--- src/rtl/cv32e40p_id_issue_ctrl.sv ---
// ID issue control: accepts the IF/ID entry, holds multi-cycle instructions, and issues them to EX.
// Latency: single-cycle instructions issue in the accept cycle; N extra cycles issue N cycles later.
// Backpressure: ex_ready_i low stalls issue and freezes the multi-cycle count; halt and flush gate IF.
module cv32e40p_id_issue_ctrl #(
   parameter int unsigned MC_W  = 4,
   parameter int unsigned CNT_W = 32
) (
   input  logic             clk,
   input  logic             rst_n,
   input  logic             instr_valid_id_i,
   input  logic [31:0]      instr_rdata_id_i,
   input  logic [31:0]      pc_id_i,
   input  logic             is_compressed_id_i,
   input  logic             illegal_c_insn_id_i,
   input  logic             is_fetch_failed_i,
   input  logic [MC_W-1:0]  mc_cycles_i,
   input  logic             ex_ready_i,
   input  logic             halt_req_i,
   input  logic             flush_i,
   output logic             id_ready_o,
   output logic             clear_instr_valid_o,
   output logic             halt_if_o,
   output logic [31:0]      dec_instr_o,
   output logic [31:0]      dec_pc_o,
   output logic             dec_is_compressed_o,
   output logic             dec_illegal_o,
   output logic             fetch_err_o,
   output logic             id_valid_o,
   output logic [CNT_W-1:0] instr_cnt_o
);

   typedef enum logic [1:0] {
      RUN   = 2'd0,
      MULTI = 2'd1,
      HALT  = 2'd2
   } state_e;

   state_e            state_q, state_d;
   logic [MC_W-1:0]   mc_cnt_q, mc_cnt_d;
   logic [CNT_W-1:0]  instr_cnt_q;

   logic st_run, st_multi, st_halt;
   logic issue_run, issue_multi;

   assign st_run   = (state_q == RUN);
   assign st_multi = (state_q == MULTI);
   assign st_halt  = (state_q == HALT);

   assign issue_run   = st_run & instr_valid_id_i & ~flush_i & (mc_cycles_i == '0) & ex_ready_i;
   assign issue_multi = st_multi & ~flush_i & ex_ready_i & (mc_cnt_q == MC_W'(1));

   assign id_valid_o          = issue_run | issue_multi;
   assign id_ready_o          = ~flush_i & ((st_run & (~instr_valid_id_i | issue_run)) |
                                            (st_multi & id_valid_o));
   assign clear_instr_valid_o = id_valid_o | flush_i;
   assign halt_if_o           = halt_req_i | st_halt;

   assign dec_instr_o         = instr_rdata_id_i;
   assign dec_pc_o            = pc_id_i;
   assign dec_is_compressed_o = is_compressed_id_i;
   assign dec_illegal_o       = illegal_c_insn_id_i & instr_valid_id_i;
   assign fetch_err_o         = st_run & ~instr_valid_id_i & is_fetch_failed_i & ~flush_i;

   assign instr_cnt_o = instr_cnt_q;

   // Next state and multi-cycle count; flush overrides everything and abandons a partial MULTI.
   always_comb begin
      state_d  = state_q;
      mc_cnt_d = mc_cnt_q;
      if (flush_i) begin
         mc_cnt_d = '0;
         state_d  = halt_req_i ? HALT : RUN;
      end else begin
         unique case (state_q)
            RUN: begin
               // A halt leaves a stalled or multi-cycle instruction in IF/ID for reissue later.
               if (halt_req_i) begin
                  state_d = HALT;
               end else if (instr_valid_id_i && (mc_cycles_i != '0)) begin
                  mc_cnt_d = mc_cycles_i;
                  state_d  = MULTI;
               end
            end
            MULTI: begin
               if (ex_ready_i) begin
                  if (mc_cnt_q == MC_W'(1)) begin
                     mc_cnt_d = '0;
                     state_d  = halt_req_i ? HALT : RUN;
                  end else begin
                     mc_cnt_d = mc_cnt_q - MC_W'(1);
                  end
               end
            end
            HALT: begin
               if (!halt_req_i) state_d = RUN;
            end
            default: begin
               state_d  = RUN;
               mc_cnt_d = '0;
            end
         endcase
      end
   end

   // State, multi-cycle count and issued-instruction counter registers.
   always_ff @(posedge clk or negedge rst_n) begin
      if (!rst_n) begin
         state_q     <= RUN;
         mc_cnt_q    <= '0;
         instr_cnt_q <= '0;
      end else begin
         state_q  <= state_d;
         mc_cnt_q <= mc_cnt_d;
         if (id_valid_o) instr_cnt_q <= instr_cnt_q + CNT_W'(1);
      end
   end

endmodule

--- config.mk ---
export PLATFORM = sky130hd
export DESIGN_NAME = cv32e40p_id_issue_ctrl
export DESIGN_NICKNAME = d
export VERILOG_FILES = /design/src/rtl/cv32e40p_id_issue_ctrl.sv
export SDC_FILE = /design/constraint.sdc
export NUM_CORES = 1
export LEC_CHECK = 0
export BUFFER_PORTS_ARGS = -buffer_cell sky130_fd_sc_hd__buf_2
export CELL_PAD_IN_SITES_DETAIL_PLACEMENT = 1
export CELL_PAD_IN_SITES_GLOBAL_PLACEMENT = 1
export CORE_MARGIN = 2
export CORE_UTILIZATION = 29
export DETAILED_ROUTE_END_ITERATION = 7
export GPL_ROUTABILITY_DRIVEN = 0
export PLACE_DENSITY_LB_ADDON = 0.25
export SETUP_SLACK_MARGIN = 0.02
export SLEW_MARGIN = 10
export SYNTH_ARGS = -nofsm -noshare
export SYNTH_HDL_FRONTEND = slang
export SYNTH_SLANG_ARGS = --single-unit
--- constraint.sdc ---
create_clock -name clk -period 2.2 [get_ports clk]
set_clock_uncertainty 0.05 [all_clocks]
set_input_delay 0.44 -clock clk [delete_from_list [all_inputs] [get_ports clk]]
set_output_delay 0.44 -clock clk [all_outputs]
set_load 0.02 [all_outputs]
=== Yosys cells after proc, flatten, opt, wreduce, memory -nomap -nowiden ===
Cells that the tools add are included.

* Add/subtract/negate cells: 2
* Eq/ne operators: 10
* Multiplexer cells: 14
* Bitwise gates (word level): 21
* Reductions and logical operators: 6

{| class="wikitable"
|+ Operator list
! cell !! number
|-
| $add 32x1->32 const B || 1
|-
| $mux 4 || 5
|-
| $and 1x1->1 || 14
|-
| $mux 2 || 7
|-
| $pmux 4 s3 || 1
|-
| $ne 3x3->1 const B || 3
|-
| $reduce_and 4->1 || 2
|-
| $ne 3x2->1 const B || 2
|-
| $pmux 2 s3 || 1
|-
| $or 1x1->1 || 5
|-
| $eq 4x1->1 const B || 1
|-
| $logic_not 4->1 || 1
|-
| $ne 4x3->1 const B || 1
|-
| $reduce_bool 4->1 || 1
|-
| $sub 4x1->4 const B || 1
|-
| $eq 2x1->1 const B || 1
|-
| $eq 2x2->1 const B || 1
|-
| $logic_not 2->1 || 1
|-
| $ne 2x2->1 const B || 1
|-
| $not 1->1 || 2
|-
| $logic_and 1x1->1 || 1
|}

* Register bits: 38
* Input bits: 77
* Output and inout port bits: 103

=== Depth between registers and ports, before layout ===
Gate-level depths: netlist of run 1.

* Depth after elaboration: 9
* Depth in mapped cells: 7
* Mapped depth without buffers: 6

=== Worst setup path before layout of run 1 ===
Ideal clock, no wire load.

* Kind: register to output
* Start point: register mc_cnt_q[1]
* End point: output port clear_instr_valid_o
* Arrival: 1.806 ns
* Required time: 1.710 ns
* Slack: -0.096 ns
* Cell stages (with the launch flop): 7
* Buffers on the path: 1
* Cells stage by stage: dfrtp_1 > inv_1 > ha_1 > nor3b_1 > a22oi_1 > clkbuf_1 > o21ai_0

* Longest elaborated chain between the ends: 4

{| class="wikitable"
|+ RTL lines
! item !! RTL line !! RTL
|-
| start: declaration || 39 || <nowiki>logic [MC_W-1:0] mc_cnt_q, mc_cnt_d;</nowiki>
|-
| start signal: assignment || 113 || <nowiki>mc_cnt_q <= mc_cnt_d;</nowiki>
|-
| $eq 4x1->1 || 50 || <nowiki>assign issue_multi = st_multi & ~flush_i & ex_ready_i & (mc_cnt_q == MC_W'(1));</nowiki>
|-
| $and 1x1->1 || 50 ||
|-
| $or 1x1->1 || 52 || <nowiki>assign id_valid_o = issue_run | issue_multi;</nowiki>
|-
| $or 1x1->1 || 55 || <nowiki>assign clear_instr_valid_o = id_valid_o | flush_i;</nowiki>
|-
| end: declaration || 21 || <nowiki>output logic clear_instr_valid_o,</nowiki>
|}

Every way passes these cells.

=== Worst setup path after layout of run 1 ===
* Start point: register mc_cnt_q[0]
* End point: output port id_ready_o

* Longest elaborated chain between the ends: 6

{| class="wikitable"
|+ RTL lines
! item !! RTL line !! RTL
|-
| $eq 4x1->1 || 50 ||
|-
| $and 1x1->1 || 50 ||
|-
| $or 1x1->1 || 52 ||
|-
| $and 1x1->1 || 54 || <nowiki>(st_multi & id_valid_o));</nowiki>
|-
| $or 1x1->1 || 53 || <nowiki>assign id_ready_o = ~flush_i & ((st_run & (~instr_valid_id_i | issue_run)) |</nowiki>
|-
| $and 1x1->1 || 53 ||
|-
| end: declaration || 20 || <nowiki>output logic id_ready_o,</nowiki>
|}

Every way passes these cells.

==> results by group, run 1 <==
Layout
  • Ratio of cells with drive above 1 in the final layout: 37.6%
  • Final non-filler cell total: ~370
  • FILL cells: just over 1k
  • Reg area: roughly 950 um^2
  • Antenna Cells: 0
  • Multi-input logic area: between 1000 and 1500 um^2
  • NumNets Final: between 300 and 400
  • Area grow syn2layout: 5.74%

Critical path
  • R2r setup slk: 0.18 ns
  • CP max-delay cell: dfrtp_1
  • CP Max Fanout: 3
  • R2r endpoint: instr_cnt_o[29]
  • Buf/Inv on CP: 1
  • CP Cell Sequence: ha_4 -> nor3b_4 -> a22oi_2 -> nor2_2 -> a21o_1 -> buf_6
  • Top delay family on crit path: compound AO/OA/AOI/OAI gates
  • Startpoint Class: flip-flop
  • Crit Reg-Reg Startpoint: state_q[1]
  • Critical Path Max Stage Delay: 0.42 ns
  • Required @ worst endpoint: 1.71 ns
  • CP endpoint kind: output pin
  • Cell count of the worst reg-to-reg path: 4
  • CP Class: flip-flop to output pin
  • Crit path arrival time: 1.68 ns

STA
  • Fmax: roughly 460 MHz
  • RSZ-0062 raised after global routing: true
  • Worst-Margin Slew: 0.526 ns
  • Crit share post-route: 98.6%
  • Relative slew margins: 64.9%
  • WHS: roughly 0.15 ns
  • Final Critical Period: roughly 2.2 ns
  • Final setup viols: 0
  • Slew Viols, Final: 0
  • Hold Fails Final Rpt: 0

Synthesis
  • Post-Syn Area: 2570 um^2
  • Top cells by area, synth: dfrtp_1 (37%), buf_4 (19%), xor2_1 (11%)
  • Synthesized Nets: 340
  • Largest area contributor in the netlist: dfrtp_1
  • Synth unique cells: 41
  • Ys async rst share: 100%
  • FF+latch count, synth: 38
  • Top-area cell type share of the netlist area: 37.0%
  • Post-synth EDFFs: 0
  • Syn Area/Cell: 9.89 um^2
  • Predominant post-synthesis flop cell: dfrtp_1
  • Synth Instances: 260
  • YS warnings: 0
  • Post-synthesis sequential area ratio: 37.0%

Detailed routing
  • Drt drc: 0
  • Post-DRT Antenna Nets: 0
  • Wire per inst: 16.5 um
  • DRT Pass-1 Iters: 4
  • Via density: between 4 and 5
  • DR iter-0 viols: 28
  • Post-Route WL: 6.14 mm
  • Routed via count: 1801

Flow run
  • Max-cap violations: 0

Pwr
  • Peak supply drop: 0.171 mV
  • Total power: 1380 uW
  • Pleak: 0.00147 uW
  • Power share of the combinational group: 10.0%
  • Seq pwr share: 52.8%
  • Clock group share of total power: 37.2%
  • Pint: 1020 uW
  • PD cells: 506 nW/um^2
  • Net switching power figure: 356 uW
  • Sw Share: 25.9%

Global route
  • Initial antenna violation count: 0
  • Gr usage total: between 10% and 20%
  • Overflow after GRT: 0
  • First-pass GRT wire length: a little over 10 mm
  • Vias in the first global route: between 1.5k and 2k
  • Largest net degree at the start of global routing: 39

CTS
  • CTS Buf Count: 5
  • TritonCTS clock tree: yes
  • Clk slew on worst S/H paths: 0.08 ns
  • Worst-Skew Late Latency: just under 0.3 ns
  • Root buffer cell: clkbuf_8
  • Clk sinks: 38
  • CTS max path bufs: 2
  • # H-tree levels: 2

Floorplanning
  • I/O Pins: 180
  • Full die area: 9640 um^2
  • Die Width: 98.2 um
  • Die Span Y: 98.2 um
  • Core Area: 8680 um^2
  • Effective utilization at floorplan: 29.6%
  • Rows: 34

Placement
  • Port Buffers: 49
  • Placed Instances: 357
  • Final HPWL DP: 4.42 mm

Min path
  • Hold WC Path Type: input port to async pin

Run status
  • Outcome: finished clean
[worst max-delay path by stage]
| stage | start | endpoint | slack, ns | cells past startpoint |
|---|---|---|---|---|
| after floorplan | mc_cnt_q[1] | clear_instr_valid_o | 0.04 | 6 |
| after global placement | flush_i | instr_cnt_o[29] | 0.003 | 5 |
| after detailed placement | flush_i | instr_cnt_o[18] | -0.03 | 6 |
| after CTS | mc_cnt_q[0] | id_ready_o | 0.02 | 6 |
| after global routing | mc_cnt_q[0] | id_ready_o | -0.06 | 6 |
| final | mc_cnt_q[0] | id_ready_o | 0.03 | 6 |
[layout by cell type, fill, tap and decap left out, types with 3 or more instances in the layout]
cell type,Yosys,final
a21oi_1,3,3
and3_1,3,3
and4_1,4,4
buf_2,1,47
buf_4,66,19
clkbuf_8,0,6
dfrtp_1,38,38
inv_1,6,5
nand2_1,13,13
nand3_1,9,9
nand4_1,6,6
nor2_1,8,7
nor3_1,10,10
nor4_1,7,7
nor4_2,7,7
o21ai_0,9,8
xor2_1,31,31
[worst reg2reg max path, cell delays in order, from the launching register on]
cell     delay, ns
dfrtp_1       0.39
or3b_4        0.40
or4_4         0.67
nor4_4        0.30
xor2_1        0.16
[Yosys cell counts, types with 3 or more instances]
cell type	count
ha_1	3
dfrtp_1	38
nor4_2	7
and3_1	3
xor2_1	31
buf_4	66
nand2_1	13
nor3_1	10
nor3b_1	3
a21oi_1	3
o21ai_0	9
nor4_1	7
nand4_1	6
clkbuf_1	5
inv_1	6
and4_1	4
nor2_1	8
nand3_1	9
[power by group through the flow]
| stage | Sequential (uW) | Combinational (uW) | Clock, uW |
|---|---|---|---|
| 2_1_floorplan | 745 | 226 | 0 |
| 3_3_place_gp | 740 | 127 | 0 |
| 3_5_place_dp | 740 | 128 | 0 |
| 4_1_cts | 727 | 136 | 536 |
| 5_1_grt | 731 | 153 | 562 |
| 6_report | 727 | 137 | 512 |
[sequential cells by signal, summed over array words and instances (netlist names)]
name,cells
mc_cnt_q,4
state_q,2
instr_cnt_o,32
[what timing repair did]
item,in CTS,in global routing
pin swaps,3,2
buffers inserted,3,3
hold buffers,0,0
setup endpoints to repair,3,3
resized for setup,8,2
cloned,0,0
[per-stage QoR]
stage	setup WS, ns	utilization, %	instance area [um^2]	setup TNS [ns]
2_1_floorplan	0.0419	-	2570	0
3_3_place_gp	0.00319	29.3	2540	0
6_report	0.0307	31.3	2720	0
5_1_grt	-0.0606	31.3	2720	-0.0648
3_5_place_dp	-0.0330	29.3	2540	-0.165
4_1_cts	0.0155	31.0	2690	0
[cell families (layout without fill, tap and decap cells)]
| family | after synthesis | after routing | share of synthesized area [%] |
|---|---|---|---|
| adder cells (fa/ha/maj) | 3 | 3 | 1.46 |
| multiplexers | 1 | 1 | 0.438 |
| AO/OA/AOI/OAI | 19 | 19 | 4.52 |
| XOR/XNOR | 31 | 31 | 10.6 |
| flip-flops | 38 | 38 | 37.0 |
| buffers and inverters | 80 | 83 | 21.6 |
| AND/OR/NAND/NOR | 88 | 88 | 24.4 |
[cell type report]
cell class,count,area share (%)
clock buffer,7,3.17
clock inverter,1,0.184
inverter,6,0.828
multi-input combinational,142,40.4
sequential,38,35.0
tap,108,4.97
timing repair buffer,69,15.5
[per-layer routing]
layer | up-vias | GRT usage (%) | part of all wire (%)
met2 | 60 | 21.1 | 48
met1 | 882 | 16.1 | 43
li1 | 834 | - | -
met4 | 0 | 4.95 | 2.5
met5 | - | 0 | 0
met3 | 25 | 3.58 | 7.0
(Power assumes the default switching activity.)
==> run 2, diff against run 1 <==
BUFFER_PORTS_ARGS = -buffer_cell sky130_fd_sc_hd__buf_4   (was -buffer_cell sky130_fd_sc_hd__buf_2)
==> run 2 against run 1 <==
Core utilization up 0.92 points. Critical path type unchanged. Cell count down 1.1%. Hold slack worse by 0.081 ns. Count of clock-buffer cells in the layout unchanged. Combinational power up 4%. Clock power down 11%. Global-route usage up 0.72 points. Sequential cell count unchanged. Power down 3.4%. Via count up 0.72%. Largest cell class unchanged.
==> results by group, run 2 (same netlist as run 1, synthesis figures left out) <==
Run status
  • Outcome: finished clean

CTS
  • CTS Buf Count: 5
  • CTS max path bufs: 2
  • # H-tree levels: 2
  • Worst-Skew Late Latency: roughly 0.28 ns
  • TritonCTS clock tree: yes
  • Root buffer cell: clkbuf_8
  • Clk slew on worst S/H paths: around 0.070 ns
  • Post-CTS Hold Fix Bufs: 0
  • Clk sinks: 38

Layout
  • Final non-filler cell total: 367
  • Final Core Density: between 30% and 40%
  • FILL cells: around 1.0k
  • Ratio of cells with drive above 1 in the final layout: 36.3%
  • Most frequent cells in the layout: buf_4 (63), dfrtp_1 (38), xor2_1 (31), nand2_1 (13), nor3_1 (10)
  • Design Area, Final: 2800 um^2
  • Most common cell after layout, fill and taps aside: buf_4
  • NumNets Final: 339
  • Antenna Cells: 0
  • Area grow syn2layout: 8.85%
  • Max FFs per register: 32

Global route
  • Initial antenna violation count: 0
  • Vias in the first global route: 1929
  • Gr usage total: 13.6%
  • Overflow after GRT: 0
  • First-pass GRT wire length: 10.4 mm
  • Largest net degree at the start of global routing: 39

Floorplanning
  • Die Width: 98.2 um
  • Rows: 34
  • Die Span Y: 98.2 um
  • I/O Pins: 180
  • Core Area: 8680 um^2
  • Full die area: 9640 um^2
  • Effective utilization at floorplan: a little under 30%

Min path
  • Hold WC Path Type: input port to async pin

Critical path
  • Crit path arrival time: 1.64 ns
  • Startpoint Class: flip-flop
  • CP Max Fanout: 3
  • Cell count of the worst reg-to-reg path: 5
  • CP Class: flip-flop to output pin
  • CP endpoint kind: output pin
  • R2r setup slk: 0.19 ns
  • Required @ worst endpoint: 1.71 ns

Detailed routing
  • Wire per inst: roughly 17 um
  • Routed via count: between 1.5k and 2k
  • Post-Route WL: between 6 and 7 mm
  • Drt drc: 0
  • Via density: 4.94
  • Post-DRT Antenna Nets: 0
  • DR iter-0 viols: 27
  • DRT Pass-1 Iters: 4

Pwr
  • Sw Share: 25.4%
  • Clock group share of total power: between 30% and 40%
  • Total power: 1330 uW
  • Net switching power figure: between 300 and 400 uW
  • PD cells: around 470 nW/um^2
  • Peak supply drop: 0.190 mV
  • Seq pwr share: between 50% and 60%
  • Pint: 991 uW
  • Pleak: around 0.0015 uW
  • Power share of the combinational group: 10.8%

Placement
  • Port Buffers: 49
  • Final HPWL DP: 4.65 mm
  • Pre-CTS setup slack: -0.0411 ns
  • Placed Instances: 357
  • Placed cell area: 2670 um^2

STA
  • Worst-Margin Slew: between 0.5 and 0.6 ns
  • Setup ws final: 0.0671 ns
  • Relative slew margins: 66.2%
  • Final setup viols: 0
  • Hold Fails Final Rpt: 0
  • Final Critical Period: 2.13 ns
  • Slew Viols, Final: 0
  • RSZ-0062 raised after global routing: true
  • Crit share post-route: 97.0%
  • Fmax: 469 MHz

Flow run
  • Max-cap violations: 0
[run 2: cell types whose count changed in the layout (fill, tap and decap cells not counted), sizes merged]
cell | before | now
buf | 69 | 66
clkinv | 1 | 0
[run 2: layout make-up]
class	count	area, um^2	area share, %
Multi-Input combinational cell	142	1100	39.3
Sequential cell	38	951	34.0
Timing Repair Buffer	66	515	18.4
Tap cell	108	135	4.83
Clock buffer	7	76.3	2.73
Inverter	6	22.5	0.804
[run 2: final timing paths]
kind	startpoint	endpoint
worst max-delay path	mc_cnt_q[1]	id_valid_o
worst min-delay path	rst_n	instr_cnt_o[25]
worst max register to register	state_q[1]	instr_cnt_o[18]
worst min register to register	instr_cnt_o[31]	instr_cnt_o[31]
max in group asynchronous	rst_n	state_q[1]
min in group clk	halt_req_i	state_q[1]
[run 2: metrics by stage]
stage	TNS (ns)	hold slack, ns
6_report	0	0.0719
5_1_grt	-0.0397	0.102
4_1_cts	0	0.0863
3_5_place_dp	-0.174	0.409
3_3_place_gp	0	0.404
2_1_floorplan	0	0.0944
[run 2: timing repair]
action                     4_1_cts  5_1_grt
gates cloned                     0        0
resized for setup                7        1
setup buffers                    2        2
pin swaps                        2        3
setup endpoints to repair        3        4
[run 2: critical path: stages, from the launching register on]
cell	delay [ns]
dfrtp_1	0.40
inv_2	0.09
ha_4	0.14
nor3b_4	0.23
a22oi_2	0.11
nor2_2	0.15
buf_4	0.13
buf_6	0.11
[run 2: power groups by stage]
stage,Clock [uW],Combinational [uW],Sequential [uW]
after detailed placement,0,141,740
after CTS,482,145,728
after global routing,519,159,730
after global placement,0,139,740
after floorplan,0,226,745
final,457,143,728
[run 2: per-layer routing]
metal	share of wire [%]	track usage (%)
met5	0	0
met4	2.5	5.16
met3	7.1	4.37
met2	48	22.0
met1	42	16.9
==> run 3, diff against run 2 <==
RECOVER_POWER = 100   (was unset)
==> run 3 against run 2 <==
Sequential share of layout area is 1.6 points higher. Global-route usage stayed put. Combinational power is 5% lower. First-iteration DRC count is 22% higher. Largest power group unchanged.
==> results by group, run 3 (same netlist as run 1, synthesis figures left out) <==
CTS
  • Clk slew on worst S/H paths: approximately 0.070 ns
  • Worst-Skew Late Latency: about 0.28 ns
  • CTS Buf Count: 5
  • CTS max path bufs: 2
  • # H-tree levels: 2
  • TritonCTS clock tree: yes
  • Clk sinks: 38
  • Post-CTS Hold Fix Bufs: 0
  • Root buffer cell: clkbuf_8

STA
  • Hold Fails Final Rpt: 0
  • Worst-Margin Slew: around 1 ns
  • Setup ws final: 0.0676 ns
  • Fmax: 469 MHz
  • Final Critical Period: 2.13 ns
  • Relative slew margins: 33.7%
  • Slew Viols, Final: 0
  • Final setup viols: 0
  • RSZ-0062 raised after global routing: true
  • Crit share post-route: 96.9%

Layout
  • Most frequent cells in the layout: dfrtp_1 (38), clkbuf_1 (35), xor2_1 (31), buf_4 (29), nand2_1 (13)
  • Most common cell after layout, fill and taps aside: dfrtp_1
  • Antenna Cells: 0
  • Max FFs per register: 32
  • Final non-filler cell total: 367
  • NumNets Final: 339
  • Area grow syn2layout: 3.94%
  • Ratio of cells with drive above 1 in the final layout: 23.6%

Detailed routing
  • DR iter-0 viols: 33
  • Via density: ~4.9
  • Post-Route WL: 6.39 mm
  • Drt drc: 0
  • Post-DRT Antenna Nets: 0
  • Wire per inst: 17.4 um
  • Routed via count: 1810
  • DRT Pass-1 Iters: 4

Global route
  • Initial antenna violation count: 0
  • Vias in the first global route: 1929
  • Overflow after GRT: 0
  • First-pass GRT wire length: 10.4 mm
  • Gr usage total: 13.6%
  • Largest net degree at the start of global routing: 39

Min path
  • Hold WC Path Type: input port to async pin

Floorplanning
  • Core Area: about 8700 um^2
  • Full die area: just under 10000 um^2
  • I/O Pins: 180
  • Die Width: 98.2 um
  • Effective utilization at floorplan: 29.6%
  • Die Span Y: 98.2 um
  • Rows: 34

Critical path
  • CP endpoint kind: output pin
  • R2r setup slk: 0.19 ns
  • CP Class: flip-flop to output pin
  • CP Max Fanout: 3
  • Cell count of the worst reg-to-reg path: 5
  • R2r endpoint: instr_cnt_o[18]
  • Crit path arrival time: 1.64 ns
  • Crit Reg-Reg Startpoint: state_q[1]
  • Startpoint Class: flip-flop
  • Required @ worst endpoint: 1.71 ns

Flow run
  • Max-cap violations: 0

Placement
  • Pre-CTS setup slack: -0.0411 ns
  • Final HPWL DP: 4.65 mm
  • Placed Instances: around 360
  • Port Buffers: 49

Pwr
  • Pleak: 0.00131 uW
  • Total power: around 1300 uW
  • PD cells: 494 nW/um^2
  • Peak supply drop: 0.190 mV

Run status
  • Outcome: finished clean
-- run 3: cell types whose count changed in the layout (fill, tap and decap cells not counted), sizes merged --
cell / delta
buf: -34
clkbuf: +34
-- run 3: power breakdown --
part           internal (uW)  switching (uW)
clock network            219             240
registers                710            17.6
logic                   54.9            80.9
total                    984             338
-- run 3: layer usage --
| metal | track usage (%) | share of wire [%] | up-vias |
|---|---|---|---|
| li1 | - | - | 827 |
| met1 | 16.9 | 42 | 898 |
| met2 | 22.0 | 48 | 61 |
| met3 | 4.37 | 7.5 | 24 |
| met4 | 5.16 | 2.5 | 0 |
| met5 | 0 | 0 | - |
-- run 3: through the flow --
step	cell area, um^2	util (%)	hold slack [ns]	setup TNS, ns
3_3_place_gp	2670	30.7	0.404	0
3_5_place_dp	2670	30.7	0.409	-0.174
2_1_floorplan	2570	-	0.0944	0
4_1_cts	2780	32.1	0.0863	0
5_1_grt	2670	30.8	0.338	-0.0397
6_report	2670	30.8	0.261	0
-- run 3: repair_timing --
item	4_1_cts	5_1_grt
hold endpoints to repair	0	0
resized for setup	7	1
setup endpoints to repair	3	4
pin swaps	2	3
cloned	0	0
buffers inserted	2	2
-- run 3: critical path, stage by stage, from the launching register on --
cell and delay (ns):
dfrtp_1 0.40, inv_2 0.09, ha_4 0.14, nor3b_4 0.23, a22oi_2 0.11, nor2_2 0.15
buf_4 0.13, buf_6 0.11
-- run 3: worst max path at each step --
stage	endpoint	slack (ns)	depth (start not counted)	from
finish	id_valid_o	0.07	7	mc_cnt_q[1]
CTS	id_ready_o	0.01	7	mc_cnt_q[1]
global placement	instr_cnt_o[29]	0.0002	5	flush_i
floorplan	clear_instr_valid_o	0.04	6	mc_cnt_q[1]
global route	id_valid_o	-0.02	7	mc_cnt_q[1]
detailed placement	instr_cnt_o[18]	-0.04	6	flush_i
-- run 3: cell type report --
class | count | area [um^2]
Multi-Input combinational cell | 142 | 1100
Timing Repair Buffer | 66 | 389
Inverter | 6 | 22.5
Fill cell | 1039 | 6000
Clock buffer | 7 | 76.3
Tap cell | 108 | 135
Sequential cell | 38 | 951
